<file path="config.mk">
export PLATFORM = sky130hd
export DESIGN_NAME = mfp_uart_loader_ahb_sequencer
export DESIGN_NICKNAME = d
export VERILOG_FILES = /design/src/rtl/mfp_uart_loader_ahb_sequencer.sv
export SDC_FILE = /design/constraint.sdc
export NUM_CORES = 1
export LEC_CHECK = 0
export CAP_MARGIN = 10
export CELL_PAD_IN_SITES_DETAIL_PLACEMENT = 0
export CELL_PAD_IN_SITES_GLOBAL_PLACEMENT = 1
export CORE_ASPECT_RATIO = 0.7
export CORE_UTILIZATION = 40
export CTS_CLUSTER_SIZE = 16
export DETAILED_ROUTE_END_ITERATION = 8
export GPL_TIMING_DRIVEN = 0
export PLACE_DENSITY = 0.77
export SLEW_MARGIN = 20
export SYNTH_ARGS = -nofsm -noshare
export SYNTH_HDL_FRONTEND = slang
export SYNTH_SLANG_ARGS = --single-unit
</file>
<file path="constraint.sdc">
create_clock -name clock -period 5.99 [get_ports clock]
set_input_delay 1.797 -clock clock [delete_from_list [all_inputs] [get_ports clock]]
set_output_delay 1.797 -clock clock [all_outputs]
set_load 0.02 [all_outputs]
</file>
<file path="src/rtl/mfp_uart_loader_ahb_sequencer.sv">
// mfp_uart_loader_ahb_sequencer: buffers parser byte writes in a FIFO and issues each one as a single AHB-Lite byte write
module mfp_uart_loader_ahb_sequencer #(
  parameter int FIFO_AW = 3,
  parameter int CNT_W = 16
) (
  input  logic             clock,
  input  logic             reset,
  input  logic [31:0]      write_address,
  input  logic [7:0]       write_byte,
  input  logic             write_enable,
  input  logic             bus_enable,
  input  logic             clear,
  input  logic             HREADY,
  input  logic             HRESP,
  output logic [31:0]      HADDR,
  output logic [2:0]       HBURST,
  output logic             HMASTLOCK,
  output logic [3:0]       HPROT,
  output logic [2:0]       HSIZE,
  output logic [1:0]       HTRANS,
  output logic             HWRITE,
  output logic [31:0]      HWDATA,
  output logic             busy,
  output logic             overflow,
  output logic             error,
  output logic [CNT_W-1:0] write_count
);
  localparam logic [1:0] IDLE = 2'd0, ADDR = 2'd1, DATA = 2'd2;
  logic [1:0] state;
  logic [39:0] mem [2**FIFO_AW];
  logic [FIFO_AW:0] wr_ptr, rd_ptr;
  logic [31:0] addr_q;
  logic [7:0] byte_q;
  logic empty, full, push, pop, done, unused;
  // the kseg strip happens on entry, so the stored address is already physical
  assign unused = ^write_address[31:29];
  always_comb begin
    empty = wr_ptr == rd_ptr;
    full = (wr_ptr ^ rd_ptr) == {1'b1, {FIFO_AW{1'b0}}};
    push = write_enable && !full;
    pop = state == IDLE && !empty && bus_enable;
    done = state == DATA && HREADY;
  end
  always_ff @(posedge clock)
    if (push) mem[wr_ptr[FIFO_AW-1:0]] <= {3'b000, write_address[28:0], write_byte};
  always_ff @(posedge clock) begin
    if (reset) begin
      state <= IDLE;
      wr_ptr <= '0;
      rd_ptr <= '0;
      addr_q <= '0;
      byte_q <= '0;
      overflow <= 1'b0;
      error <= 1'b0;
      write_count <= '0;
    end else begin
      if (push) wr_ptr <= wr_ptr + 1'b1;
      if (pop) begin
        rd_ptr <= rd_ptr + 1'b1;
        {addr_q, byte_q} <= mem[rd_ptr[FIFO_AW-1:0]];
      end
      state <= pop ? ADDR : state == ADDR ? (HREADY ? DATA : ADDR) : state == DATA && !HREADY ? DATA : IDLE;
      overflow <= clear ? 1'b0 : overflow | (write_enable & full);
      error <= clear ? 1'b0 : error | (done & HRESP);
      write_count <= clear ? '0 : write_count + CNT_W'(done & !HRESP);
    end
  end
  assign HADDR = addr_q;
  assign HBURST = 3'b000;
  assign HMASTLOCK = 1'b0;
  assign HPROT = 4'b0000;
  assign HSIZE = 3'b000;
  assign HTRANS = state == ADDR ? 2'b10 : 2'b00;
  assign HWRITE = state == ADDR;
  assign HWDATA = {24'b0, byte_q} << {addr_q[1:0], 3'b000};
  assign busy = state != IDLE || !empty;
endmodule

</file>
# Yosys cells after proc, flatten, opt, wreduce, memory -nomap -nowiden
# Memories as Yosys holds them, arrays and structs flattened. A register that Yosys moved wholly into a read port is not among the register bits.
# Cells that the tools add are included.
[classes]
n_addsub = 3
eq_ne = 4
shift = 1
muxes = 7
n_bitwise = 6
reduce_logical = 14
[ops]
columns = ["op", "n"]
rows = [
  ["<< shifter 8 x 5 -> 32 bit", 1],
  ["adder 16 x 1 -> 16 bit", 1],
  ["adder 4 x 1 -> 4 bit, second input constant", 2],
  ["two-way mux 2 bit", 4],
  ["logical AND 1 bit", 5],
  ["== test 4 bit", 1],
  ["== test 4 bit, second input constant", 1],
  ["zero test 1 bit", 4],
  ["OR reduction 2 bit", 2],
  ["bitwise XOR 4 bit", 1],
  ["bitwise AND 1 bit", 3],
  ["two-way mux 1 bit", 3],
  ["== test 2 x 1 -> 1 bit, second input constant", 1],
  ["== test 2 bit, second input constant", 1],
  ["zero test 2 bit", 1],
  ["bitwise OR 1 bit", 2],
  ["nonzero test 2 bit", 1],
  ["logical OR 1 bit", 1],
]
[totals]
ff_bits = 60
mem_bits_rw = 296
input_bits = 47
output_inout_bits = 97
wordCells = 44
mem_count = 1
[mem_list]
columns = ["memory", "words", "word_bits", "rd", "rd_ports_with_merged_regs", "write_ports", "line_no", "source"]
rows = [
  ["mem", 8, 37, 1, 1, 1, "30", "logic [39:0] mem [2**FIFO_AW];"],
]

# Logic depth before layout (Yosys ltp)
[logic_depth]
ltp_word = 6
ltp_mapped = 9
mapped_depth_nobuf = 9

# Worst setup path before layout
# Ideal clock, no wire load.
[synth_path]
path_type = "input to register"
from = "input port write_enable"
to = "memory mem[1][0] (netlist name) (enable)"
setup_time_ns = 0.477
t_arrival_ns = 4.737
required_time_ns = 5.513
setup_slack_ns = 0.776
cell_stages = 3
path_buffers = 0
cell_sequence = "o41ai_4 or2_2 nor3_1"
[synth_via]
elab_chain_cells = 3
[synth_rtl]
columns = ["element", "line_no", "source"]
rows = [
  ["start, declared", "10", "input logic write_enable,"],
  ["logical AND 1 bit", "40", "push = write_enable && !full;"],
  ["two-way mux 1 bit", "45", "if (push) mem[wr_ptr[FIFO_AW-1:0]] <= {3'b000, write_address[28:0], write_byte};"],
  ["two-way mux 1 bit (implied by the code)", "45", ""],
  ["end, declared", "30", ""],
]
# No other way between the ends.

# Worst setup path in the final report
[layout_path]
from = "register rd_ptr[0]"
to = "output port busy"
[layout_via]
elab_chain_cells = 3
[layout_rtl]
columns = ["element", "line_no", "source"]
rows = [
  ["start, declared", "31", "logic [FIFO_AW:0] wr_ptr, rd_ptr;"],
  ["start signal, assigned", "59", "rd_ptr <= rd_ptr + 1'b1;"],
  ["== test 4 bit", "38", "empty = wr_ptr == rd_ptr;"],
  ["zero test 1 bit", "76", "assign busy = state != IDLE || !empty;"],
  ["logical OR 1 bit", "76", ""],
  ["end, declared", "23", "output logic busy,"],
]
# No other way between the ends.

==> flow_summary.toml <==
[sta]
period_needed_ps = 4150
hold_viol_final = 0
worstMarginPinSlew_ps = 981
layout_setup_ws_ps = 1840
rsz0062_at_grt = "no"
finalCritPeriodShare = 0.692
setup_viol = 0
slew_violations = 0
hold_ws_ps = 466
slew_headroom = 0.337
skew_ps = 23.5
max_clock_freq_ghz = 0.241

[placement]
gp_congestion = 0.724
placed_cells = 1402
dp_slack_ps = 1630
port-buffer-count = 125
post-dp-hpwl_um = 20800

[layout]
nNetsFinal = 1018
ff_latch_area_um2 = 10200
fin_util = 0.504
instances_no_fill = 1464
fillers = 2832
num_antenna_cells = 0
multi_input_area_um2 = 3680
area_delta_synth_final_pct = 23.9
drive_gt1_frac = 0.232

[floorplan]
dieHeight_um = 159
io_pins = 144
fp.coreArea_um2 = 34700
rows = 57
initial_utilization = 0.407
fp.dieW_um = 227
dieArea_um2 = 36100

[synthesis]
netlist_area_um2 = 14100
synth-simple-area-share = 0.0514
synth_compound_area_frac = 0.0407
synth-edff-count = 296
synth_top_family_by_area = "multiplexers"
synth_common_cells = "edfxtp_1, mux4_2, dfxtp_1"
synth-main-ff-cell = "edfxtp_1"
seq_area_frac_synth = 0.721
ys_warn_count = 0
synthMuxAreaShare = 0.147
ys_types = 39
synthTopCellsByArea = "edfxtp_1, mux4_2, dfxtp_1"
synth.top_cell.area_share = 0.629
synthMostInstantiatedCell = "edfxtp_1"
synth-seq-cells = 361
synth_xor_area_frac = 0.00983
syn_area_per_cell_um2 = 18.4
synth_fa_ha_area_frac = 0.00354
synth_cells = 767
synth_top_area_cell = "edfxtp_1"
async_reset_ff_frac = 0

[clock_tree]
root_buffer = "clkbuf_16"
hold_buffers = 0
clkSinkCount = 361
postCtsResizedCells = 0
cts_buffer_depth = 3
path_clk_slew_ps = 60
cts_htree_levels = 2
cts_tree = "built"
numCtsBuffers = 35
cts_setup_buffers = 0
insertion_delay_ps = 520

[grt]
grt_pass1_vias = 7660
grt_max_degree = 21
grt-ovfl-total = 0
grt_usage = 0.176
grt_pass1_wl_um = 47100
antenna_found_initial = 1

[detailed_routing]
viasPerCell = 5.11
first_pass_iters = 5
drt_iter0_drc = 547
vias = 7475
ant_nets = 0
drc = 0
drt-total-wl_um = 30900
wl_per_cell_um = 21.1

[min_path]
hp-start = "overflow$_SDFF_PP0_"
hp-class = "register to register"
min_path_cells = 2

[setup_path]
path_class = "register to primary output"
critPathLaunch = "rd_ptr[0]$_SDFFE_PP0P_"
cp-end-kind = "primary output"
crit_required_ps = 4190
reg2regPathDepth = 7
arrival_ps = 2350
rr_startpoint = "rd_ptr[0]$_SDFFE_PP0P_"
ff2ff_setup_slack_ps = 2990
path_max_fanout = 4
cp-start-kind = "register"

[power]
ir_drop_uv = 142
p_leak_nw = 5.60
p_per_area_nw_per_um2 = 331

[job]
cap_violations = 0

[run_status]
status = "finished, final reports clean"
-- stage by stage --
stage	power [mW]	setup TNS [ps]	area (um^2)
after global routing	6.01	0	17500
after global placement	3.68	-366190	16000
after CTS	5.86	0	17500
after detailed placement	3.70	0	16400
after floorplan	3.38	0	14200
final	5.79	0	17500
-- worst max-delay path: stages, from the launching register on --
cell and delay (ps):
dfxtp_1 340, buf_2 200, xor2_1 430, nor3_1 130, nand3_1 110, clkdlybuf4s50_1 630
-- worst paths after layout --
check	endpoint
setup reg to reg	mem[0][4]$_DFFE_PP_
hold reg to reg	overflow$_SDFF_PP0_
hold / removal	overflow$_SDFF_PP0_
setup / recovery	busy
-- power breakdown --
part	switching [mW]	leakage, nW	total (mW)	internal [mW]
Combinational	0.435	1.84	0.779	0.344
Sequential	0.0517	3.22	2.86	2.81
Clock	0.915	0.539	2.15	1.23
Total	1.40	5.60	5.79	4.39
-- state kept, by name, indices dropped and copies added, names as in the netlist --
register     flops
mem            296
overflow         1
HADDR           29
write_count     16
error            1
wr_ptr           4
byte_q           8
state            2
rd_ptr           4
-- routing by layer --
metal  wire length (um)  part of all wire  track usage
met5                 12           0.00039            0
met4                444             0.014       0.0365
met3               1630             0.053       0.0314
met2              14500              0.47        0.271
met1              14300              0.46        0.261
-- layout make-up --
cell class	count	share of cell area
multi-input combinational	358	0.210
buffer	57	0.0201
clock buffer	43	0.0529
timing repair buffer	149	0.0902
clock inverter	19	0.0100
tap	472	0.0337
sequential	361	0.582
inverter	5	0.00107
-- kinds of logic after synthesis --
kind of cell,after synthesis
flip-flops,361
AND/OR/NAND/NOR,150
multiplexers,115
buffers and inverters,62
AO/OA/AOI/OAI,59
XOR/XNOR,15
adder cells (fa/ha/maj),4
other,1
-- cell usage in the layout, fill, tap and decap left out, types with 4 or more instances in the layout --
cell type	netlist	routed
a211oi_1	7	7
a211oi_2	30	30
a21oi_1	11	11
and2_1	26	26
and3_1	8	8
buf_12	0	5
buf_2	10	10
buf_4	23	33
buf_6	5	10
clkbuf_1	17	23
clkbuf_16	0	35
clkdlybuf4s50_1	0	125
clkinv_1	0	7
clkinv_2	0	5
conb_1	1	15
dfxtp_1	65	65
edfxtp_1	296	296
ha_1	4	4
inv_1	5	5
mux2i_1	40	40
mux4_2	74	74
nand2_1	13	13
nand2b_1	4	4
nand3_1	8	8
nor2_1	64	59
nor2_4	0	5
nor2b_1	5	5
nor3_1	8	5
o21ai_0	6	6
or3_1	7	7
xnor2_1	9	9
xor2_1	5	5
(Power assumes the default switching activity.)
